$ cat config.mk
export PLATFORM = sky130hd
export DESIGN_NAME = irq_enc4t2_flat
export DESIGN_NICKNAME = d
export VERILOG_FILES = /design/src/rtl/irq_enc4t2_if.sv /design/src/rtl/irq_enc4t2.sv /design/src/flat_wrapper.sv
export SDC_FILE = /design/constraint.sdc
export NUM_CORES = 1
export LEC_CHECK = 0
export BUFFER_PORTS_ARGS = -buffer_cell sky130_fd_sc_hd__buf_2
export CAP_MARGIN = 40
export CORE_AREA = 2 2 39 41
export DETAILED_ROUTE_END_ITERATION = 8
export DIE_AREA = 0 0 41 43
export GPL_TIMING_DRIVEN = 0
export PLACE_DENSITY = 0.6
export SYNTH_ARGS = -nofsm -noshare
export SYNTH_HDL_FRONTEND = slang
export SYNTH_SLANG_ARGS = --single-unit
$ cat constraint.sdc
create_clock -name clk -period 1.2 [get_ports clk]
set_input_delay 0.3 -clock clk [delete_from_list [all_inputs] [get_ports clk]]
set_output_delay 0.3 -clock clk [all_outputs]
set_load 0.05 [all_outputs]
$ cat src/rtl/irq_enc4t2_if.sv
// Request/grant bundle between the requesting lines, the encoder and its consumer.
// The master side drives requests, enable and acknowledge; the slave side returns the grant.
interface irq_enc4t2_if;
    logic       I0;
    logic       I1;
    logic       I2;
    logic       I3;
    logic       En;
    logic       Ack;
    logic       V;
    logic       Q0;
    logic       Q1;
    logic [3:0] Pend;

    modport master (
        output I0, I1, I2, I3, En, Ack,
        input  V, Q0, Q1, Pend
    );

    modport slave (
        input  I0, I1, I2, I3, En, Ack,
        output V, Q0, Q1, Pend
    );
endinterface

$ cat src/rtl/irq_enc4t2.sv
// Registered 4-to-2 request encoder: sticky edge-captured pending bits, fixed priority
// (line 0 highest), and a valid/acknowledge grant whose index holds until retired.
module irq_enc4t2 (
    input  logic          clk,
    input  logic          rst_n,
    irq_enc4t2_if.slave   bus
);
    typedef enum logic [1:0] {
        IDLE  = 2'd0,
        GRANT = 2'd1,
        GAP   = 2'd2
    } state_t;

    state_t     state;
    logic [3:0] req;
    logic [3:0] prev;
    logic [3:0] pend;
    logic [3:0] rise;
    logic [3:0] clr_mask;
    logic [1:0] idx;
    logic [1:0] top_idx;
    logic       v;

    assign req  = {bus.I3, bus.I2, bus.I1, bus.I0};
    assign rise = req & ~prev & {4{bus.En}};

    // Acknowledge only counts while a grant is presented.
    assign clr_mask = (state == GRANT && bus.Ack) ? (4'b0001 << idx) : 4'b0000;

    always_comb begin
        // NOTE: default first so every path assigns top_idx and no latch is inferred.
        top_idx = 2'd0;
        for (int i = 3; i >= 0; i--) begin
            if (pend[i]) top_idx = 2'(i);
        end
    end

    // NOTE: non-blocking assignments so every register samples pre-edge values.
    always_ff @(posedge clk or negedge rst_n) begin
        if (!rst_n) begin
            state <= IDLE;
            v     <= 1'b0;
            idx   <= 2'd0;
            pend  <= 4'b0000;
            // Lines held high through reset must fall and rise again to request.
            prev  <= 4'b1111;
        end else begin
            prev <= req;
            // A new edge on the line being cleared wins over the clear.
            pend <= (pend & ~clr_mask) | rise;

            case (state)
                IDLE: begin
                    if (bus.En && |pend) begin
                        idx   <= top_idx;
                        v     <= 1'b1;
                        state <= GRANT;
                    end
                end
                GRANT: begin
                    if (bus.Ack) begin
                        v     <= 1'b0;
                        state <= GAP;
                    end
                end
                GAP: begin
                    if (bus.En && |pend) begin
                        idx   <= top_idx;
                        v     <= 1'b1;
                        state <= GRANT;
                    end else begin
                        state <= IDLE;
                    end
                end
                default: begin
                    v     <= 1'b0;
                    state <= IDLE;
                end
            endcase
        end
    end

    assign bus.V    = v;
    assign bus.Q0   = idx[1];
    assign bus.Q1   = idx[0];
    assign bus.Pend = pend;
endmodule

$ cat src/flat_wrapper.sv
// flat-port wrapper written by rule: the top's interface ports become plain ports
module irq_enc4t2_flat 
  (clk, rst_n, bus_I0, bus_I1, bus_I2, bus_I3, bus_En, bus_Ack, bus_V, bus_Q0, bus_Q1, bus_Pend);
  irq_enc4t2_if bus_i ();
  input  logic clk;
  input  logic rst_n;
  input wire logic [$bits(bus_i.I0)-1:0] bus_I0;
  input wire logic [$bits(bus_i.I1)-1:0] bus_I1;
  input wire logic [$bits(bus_i.I2)-1:0] bus_I2;
  input wire logic [$bits(bus_i.I3)-1:0] bus_I3;
  input wire logic [$bits(bus_i.En)-1:0] bus_En;
  input wire logic [$bits(bus_i.Ack)-1:0] bus_Ack;
  output wire logic [$bits(bus_i.V)-1:0] bus_V;
  output wire logic [$bits(bus_i.Q0)-1:0] bus_Q0;
  output wire logic [$bits(bus_i.Q1)-1:0] bus_Q1;
  output wire logic [$bits(bus_i.Pend)-1:0] bus_Pend;
  assign bus_i.I0 = bus_I0;
  assign bus_i.I1 = bus_I1;
  assign bus_i.I2 = bus_I2;
  assign bus_i.I3 = bus_I3;
  assign bus_i.En = bus_En;
  assign bus_i.Ack = bus_Ack;
  assign bus_V = bus_i.V;
  assign bus_Q0 = bus_i.Q0;
  assign bus_Q1 = bus_i.Q1;
  assign bus_Pend = bus_i.Pend;
  irq_enc4t2 u_core (.clk(clk), .rst_n(rst_n), .bus(bus_i));
endmodule
==> results of run 1 <==
-- stage by stage --
| stage | worst slack, ps | TNS (ps) | area [µm²] |
|---|---|---|---|
| global route | -16.5 | -16.5 | 718 |
| CTS | -15.9 | -15.9 | 691 |
| detailed placement | 132 | 0 | 607 |
| floorplan | 37.7 | 0 | 517 |
| finish | 21.3 | 0 | 718 |
| global placement | 142 | 0 | 607 |
-- cells by family (layout without fill, tap and decap cells) --
logic type	count (synthesis)	after routing	synth area share [%]
flip-flops	13	13	64.1
AND/OR/NAND/NOR	19	19	18.9
buffers and inverters	4	28	2.91
AO/OA/AOI/OAI	11	11	14.1
-- sequential cells by signal (all words and copies together), names as in the netlist --
register / cells
u_core.bus.Pend: 4
u_core.prev: 4
u_core.idx: 2
u_core.state: 2
u_core.bus.V: 1
-- placed cells by master (no fill, tap or decap) --
master	netlist	layout
sky130_fd_sc_hd__a21o_1	1	1
sky130_fd_sc_hd__nand3b_1	2	2
sky130_fd_sc_hd__nand2_1	7	7
sky130_fd_sc_hd__clkbuf_1	0	1
sky130_fd_sc_hd__inv_1	4	4
sky130_fd_sc_hd__buf_6	0	5
sky130_fd_sc_hd__clkbuf_4	0	3
sky130_fd_sc_hd__o21ai_0	4	4
sky130_fd_sc_hd__buf_2	0	7
sky130_fd_sc_hd__o2bb2ai_1	1	1
sky130_fd_sc_hd__dfrtp_2	0	2
sky130_fd_sc_hd__dfstp_2	4	4
sky130_fd_sc_hd__nand4b_1	1	1
sky130_fd_sc_hd__o21a_1	1	1
sky130_fd_sc_hd__nor2_1	6	6
sky130_fd_sc_hd__a21oi_1	1	1
sky130_fd_sc_hd__o21ai_1	1	1
sky130_fd_sc_hd__a32o_1	1	1
sky130_fd_sc_hd__and4bb_1	1	1
sky130_fd_sc_hd__buf_4	0	7
sky130_fd_sc_hd__o22a_1	1	1
sky130_fd_sc_hd__dfrtp_1	9	7
sky130_fd_sc_hd__dlygate4sd3_1	0	1
sky130_fd_sc_hd__nand2b_1	2	2
-- layer usage --
layer	part of all wire [%]	global-route usage, %	wire length, µm
met2	47	18.1	461
met3	4.1	3.14	40
met5	0	0	0
met1	48	19.0	475
met4	0.91	12.0	9
-- power breakdown --
group	internal, µW	switching, µW
Combinational	402	593
Clock	129	141
Sequential	576	119
Total	1110	852
-- final timing paths --
check	start	to	slack [ps]	cells past startpoint
setup reg to reg	u_core.idx[0]	u_core.bus.Pend[0]	120	3
min in group asynchronous	rst_n	u_core.state[0]	430	2
max in group asynchronous	rst_n	u_core.prev[1]	490	2
setup / recovery	u_core.bus.Pend[2]	bus_Pend[2]	20	1
hold / removal	bus_I0	u_core.prev[0]	130	1
hold reg to reg	u_core.bus.V	u_core.bus.V	490	2
-- final cells by class --
class / instances / share of cell area [%]
flip-flops and latches: 13 / 46.3
multi-input cells: 30 / 23.7
repair buffers: 20 / 21.4
clock buffers: 4 / 3.66
inverters: 4 / 2.09
well taps: 16 / 2.79
-- timing repair --
action | CTS | global route
setup endpoints to repair | 7 | 3
hold buffers | 1 | 0
resized for setup | 11 | 2
gates cloned | 0 | 0
setup buffers | 2 | 3
hold endpoints to repair | 9 | 0
-- synthesized netlist by cell type --
cell / n / share of area [%]
sky130_fd_sc_hd__dfstp_2: 4 / 20
sky130_fd_sc_hd__a21oi_1: 1 / 0.97
sky130_fd_sc_hd__o21a_1: 1 / 1.5
sky130_fd_sc_hd__nand3b_1: 2 / 2.9
sky130_fd_sc_hd__and4bb_1: 1 / 2.4
sky130_fd_sc_hd__o2bb2ai_1: 1 / 1.7
sky130_fd_sc_hd__o21ai_0: 4 / 3.9
sky130_fd_sc_hd__o21ai_1: 1 / 0.97
sky130_fd_sc_hd__nand4b_1: 1 / 1.7
sky130_fd_sc_hd__a21o_1: 1 / 1.5
sky130_fd_sc_hd__a32o_1: 1 / 1.9
sky130_fd_sc_hd__inv_1: 4 / 2.9
sky130_fd_sc_hd__o22a_1: 1 / 1.7
sky130_fd_sc_hd__nand2_1: 7 / 5.1
sky130_fd_sc_hd__nor2_1: 6 / 4.4
sky130_fd_sc_hd__dfrtp_1: 9 / 44
sky130_fd_sc_hd__nand2b_1: 2 / 2.4
==> results.txt, run 1 <==
In this run, placement finished with an instance count of 77. Summing the sequential cell areas from Yosys gives 64.1% of the chip area. The leakage power is 0.000338 µW. The die outline width came out at 41 µm. The total number of nets in the final design came out at 80. The repair_antennas step left the layout with diodes totalling 0.

The average vias per placed instance came out at 4.71. The hold violation count in the final report came out at 0. The worst hold margin is 130 ps. The post-detailed-route count of antenna-violating nets is 0. The net count after synthesis came out at 55. The core footprint came out at 0.00138 mm². The initial antenna violation count came out at 0. TritonCTS built the clock tree.

The count of unique library cells instantiated by Yosys is 17. The period utilization is 98.2%. The die outline area came out at 0.00176 mm². The global-route wire length before repair is 1.59 mm. Summing all multi-input logic gate instances after layout gives 170 µm². The critical path goes through buf_6. Summing every instance area after synthesis gives 515 µm². Based on the critical path, the design can be clocked at up to 848 MHz.

The minimum clock period is 1180 ps. Max-cap violations in this run came to 0. The worst stage delay on the critical path is 440 ps. The total power consumption of the routed design is 1960 µW. The residual DRC count came out at 0. The data arrival time at the worst-slack endpoint came out at 880 ps. The pin count of the biggest net entering global routing came out at 14. Setup repair after global routing could not meet its margin everywhere. The clock net sink count came out at 13. At the end of routability-driven placement, the weighted congestion stood at 0.665. For the pin with the worst max-slew slack, the measured transition is 285 ps. For this design, the slowest cell found on the critical path is sky130_fd_sc_hd__dfrtp_2. For this design the top-level I/O count stands at 15. The die height is 43 µm. In this run, synthesis produced a sequential element count of 13. The flow ran to the end, and the final reports show no timing, DRC or antenna violations. The core occupancy in the finished layout is 51.9%.

The share of layout cells above drive strength 1 is 39.4%. The startpoint type of the worst setup path is a flop. The critical path buffer and inverter count came out at 1.

The maximum buffer depth of the clock tree is 2. The flip-flop and latch area came out at 333 µm². The initial utilization of the core area, before any placement, comes to 37.3%. The overall via count from detail_route came out at 410. The worst hold path belongs to the class in -> reg. The residual overflow from global routing came out at 0. Buffers inserted during clock tree synthesis total 3. The clock transition time at the flip-flop clock pins of the worst setup and hold paths came out at 80 ps.

In this run the clock root is driven by a sky130_fd_sc_hd__clkbuf_4. After the first detailed-routing iteration, the DRC count stood at 7. Summed over all layers, the routed wires come to 986 µm. The total of endpoints with negative setup slack in the final report came out at 0. The count of TritonRoute iterations in the first routing pass is 4.

The via count of the first global-routing pass was 377. The count of input and output buffers is 14. The fill cell instance count of the final layout is 118.

The maximum net fanout on the critical path came out at 5. Between clock sinks in the finished design, the worst skew comes to 5.29 ps. The required time at the worst-slack endpoint is 900 ps. The largest vdd supply drop came out at 0.000797 V. Dividing the detail-routed wire length by the instance count gives 11.3 µm.

The placed wire-length estimate after detailed placement is 710 µm. The cell family with the largest share of critical-path delay is flip-flops. The layout overhead on the synthesized area is 39.3%. The path type of the worst setup path is reg -> out. The synthesized instance count is 47. The average instance in the mapped netlist occupies 11.0 µm². Yosys printed 0 warnings. The cell area power density is 2730 mW/mm². In this run the number of H-tree levels came out at 1.

The final-report max-slew violation count came out at 0. The overall track demand over capacity in global routing is 14.1%. At the later pin of the worst-skew pair, clock insertion delay measures 270 ps. STA classifies the critical path endpoint as an output pin.

The row count is 14. The count of non-filler cells in the finished layout came out at 87. The headroom to the max-slew limit came out at 81.0%.
No activity file was read; power rests on OpenSTA's default activity.
==> run 2: changes to the inputs <==
==> constraint.sdc (replaced) <==
create_clock -name clk -period 1.3 [get_ports clk]
set_input_delay 0.325 -clock clk [delete_from_list [all_inputs] [get_ports clk]]
set_output_delay 0.325 -clock clk [all_outputs]
set_load 0.05 [all_outputs]
==> results.txt, run 2 (synthesized netlist as in run 1, its figures left out) <==
The final-report max-slew violation count was 0 (unchanged). The residual overflow from global routing is 0 (unchanged). The startpoint type of the worst setup path was a flop (unchanged).

The routed wirelength normalized by instance count is 11.2 µm (was 11.3 µm). The reg-to-reg critical path startpoint is u_core.idx[0] (unchanged). The worst stage delay on the critical path came to 420 ps (was 440 ps). The setup slack on the worst flop-to-flop path was 240 ps (was 120 ps). The total number of nets in the final design was 80 (unchanged). After layout, the worst path uses 95.5% of the clock period. The worst-skew pair later-pin latency came out at 270 ps (about the same). Top library cells by usage in the layout, fill and taps aside: 9 x sky130_fd_sc_hd__buf_4, 9 x sky130_fd_sc_hd__dfrtp_1, 8 x sky130_fd_sc_hd__buf_2 (was 7 x sky130_fd_sc_hd__nand2_1, 7 x sky130_fd_sc_hd__buf_2, 7 x sky130_fd_sc_hd__buf_4, 7 x sky130_fd_sc_hd__dfrtp_1, 6 x sky130_fd_sc_hd__nor2_1). The beginning of the critical path is u_core.bus.Pend[1] (was u_core.bus.Pend[2]). The headroom to the max-slew limit was 80.7% (was 81.0%).

The transition at the pin with the smallest max-transition slack is 289 ps (was 285 ps). The initial antenna violation count is 0 (unchanged). The first-iteration detailed-routing DRC count is 6 (was 7). The post-route clock skew is 0.556 ps (was 5.29 ps). The required time at the worst-slack endpoint is 980 ps (was 900 ps).

The number of cells traversed by the worst register-to-register path is 3 (unchanged). The overall via count from detail_route is 397 (was 410). The number of ports placed on the die boundary came out at 15 (unchanged).

The share of layout cells above drive strength 1 came out at 36.6% (was 39.4%). The placed wire-length estimate after detailed placement came out at 690 µm (was 710 µm). The count of TritonRoute iterations in the first routing pass is 4 (unchanged). The number of H-tree branching levels is 1 (unchanged). The largest vdd supply drop was 0.000783 V (was 0.000797 V).

The minimum clock period is 1240 ps. The count of input and output buffers is 14 (unchanged). The total wire length was 978 µm (was 986 µm). The critical-path cell with the highest stage delay was sky130_fd_sc_hd__dfrtp_1 (was sky130_fd_sc_hd__dfrtp_2). The hold violation count in the final report came out at 0 (unchanged).

The via count of the first global-routing pass came out at 365 (was 377). The destination of the worst register-to-register timing path is u_core.bus.Pend[0] (unchanged). The critical path endpoint is bus_Pend[1] (was bus_Pend[2]). The starting utilization of the core area is 37.3% (unchanged). The worst setup timing slack at the placement stage was 237 ps (was 132 ps). The placed instance count came out at 77 (unchanged).

The die outline area is 0.00176 mm² (unchanged). The die outline width was 41 µm (unchanged). The path length in cells of the critical path was 1 (unchanged). Status: finished, final reports clean (unchanged).

The overall track demand over capacity in global routing is 14.5% (was 14.1%). The pin count of the biggest net entering global routing is 14 (unchanged). The die height came out at 43 µm (unchanged). The count of non-filler cells in the finished layout is 87 (unchanged). The number of diodes added for antenna fixing came out at 0 (unchanged). The residual DRC count came out at 0 (unchanged). The global-route wire length before repair is 1.63 mm (was 1.59 mm).

The clock net sink count came out at 13 (unchanged). The maximum buffer depth of the clock tree is 2 (unchanged). The core footprint is 0.00138 mm² (unchanged). The path type of the worst setup path is reg -> out (unchanged).

The cell area power density is 2480 mW/mm² (was 2730 mW/mm²). The post-detailed-route count of antenna-violating nets is 0 (unchanged). Cells traversed along the worst timing path: buf_4 (was buf_6).

The layout overhead on the synthesized area came to 34.7% (was 39.3%). Static timing analysis puts the maximum clock frequency at 806 MHz. RSZ-0062 raised after global routing: no (was yes). The class of the tightest hold or removal check is in -> reg (unchanged). The clock transition time at the flip-flop clock pins of the worst setup and hold paths is 80 ps (about the same). The root cell of the clock tree is sky130_fd_sc_hd__clkbuf_4 (unchanged). The total power consumption of the routed design is 1720 µW (was 1960 µW).

The global placement routability congestion came out at 0.704 (was 0.665). The post-route worst setup slack is 58.6 ps (was 21.3 ps). The final setup TNS came out at 0 ps (unchanged). The data arrival time at the worst-slack endpoint was 920 ps (was 880 ps). The maximum net fanout on the critical path came to 5 (unchanged).

The critical path buffer and inverter count came out at 1 (unchanged). The leakage power came to 0.000331 µW (was 0.000338 µW). The CTS tree is yes (unchanged). The average vias per placed instance is 4.56 (was 4.71). The total of endpoints with negative setup slack in the final report is 0 (unchanged).

The row count is 14 (unchanged). The cell family with the largest share of critical-path delay is flip-flops (unchanged). The element type at the critical path end is an output pin (unchanged).

The number of CTS-inserted buffers came out at 3 (unchanged). The number of max-capacitance violations reported came to 0 (unchanged).
[run 2: worst min-delay path by stage]
stage | end | slack [ps] | depth (start not counted) | start
after floorplan | u_core.bus.Pend[0] | 30 | 0 | rst_n
after global placement | u_core.state[1] | 230 | 1 | rst_n
after detailed placement | u_core.state[0] | 230 | 1 | rst_n
after CTS | u_core.prev[0] | 150 | 1 | bus_I0
after global routing | u_core.prev[3] | 130 | 1 | bus_I3
final | u_core.prev[2] | 150 | 1 | bus_I2
[run 2: what timing repair did]
item,4_1_cts,5_1_grt
pin swaps,0,0
gates resized for setup,3,4
buffers inserted,0,5
hold buffers,1,0
endpoints found under the setup margin,3,5
endpoints found under the hold margin,9,0
[run 2: layer usage]
layer	GRT usage (%)	vias up	part of all wire, %
met2	17.8	10	43
met3	4.71	2	4.3
met5	0	-	0
met4	10.0	0	1.0
met1	20.8	179	51
li1	-	206	-
[run 2: report_power, final]
group,total (µW),internal [µW],switching [µW]
sequential,638,526,113
clock,247,119,128
combinational,838,314,524
total,1720,959,765
[run 2: final cells by class]
| cell class | count | area (µm²) |
|---|---|---|
| Clock buffer | 4 | 26.3 |
| Fill cell | 129 | 689 |
| Inverter | 4 | 15.0 |
| Multi-Input combinational cell | 30 | 170 |
| Sequential cell | 13 | 330 |
| Tap cell | 16 | 20.0 |
| Timing Repair Buffer | 20 | 133 |
[run 2: through the flow]
stage,utilization [%],area (µm²),hold slack (ps)
after floorplan,-,515,29.4
final,50.2,694,155
after global placement,43.8,606,227
after global routing,50.2,694,128
after detailed placement,43.8,606,229
after CTS,46.9,649,147
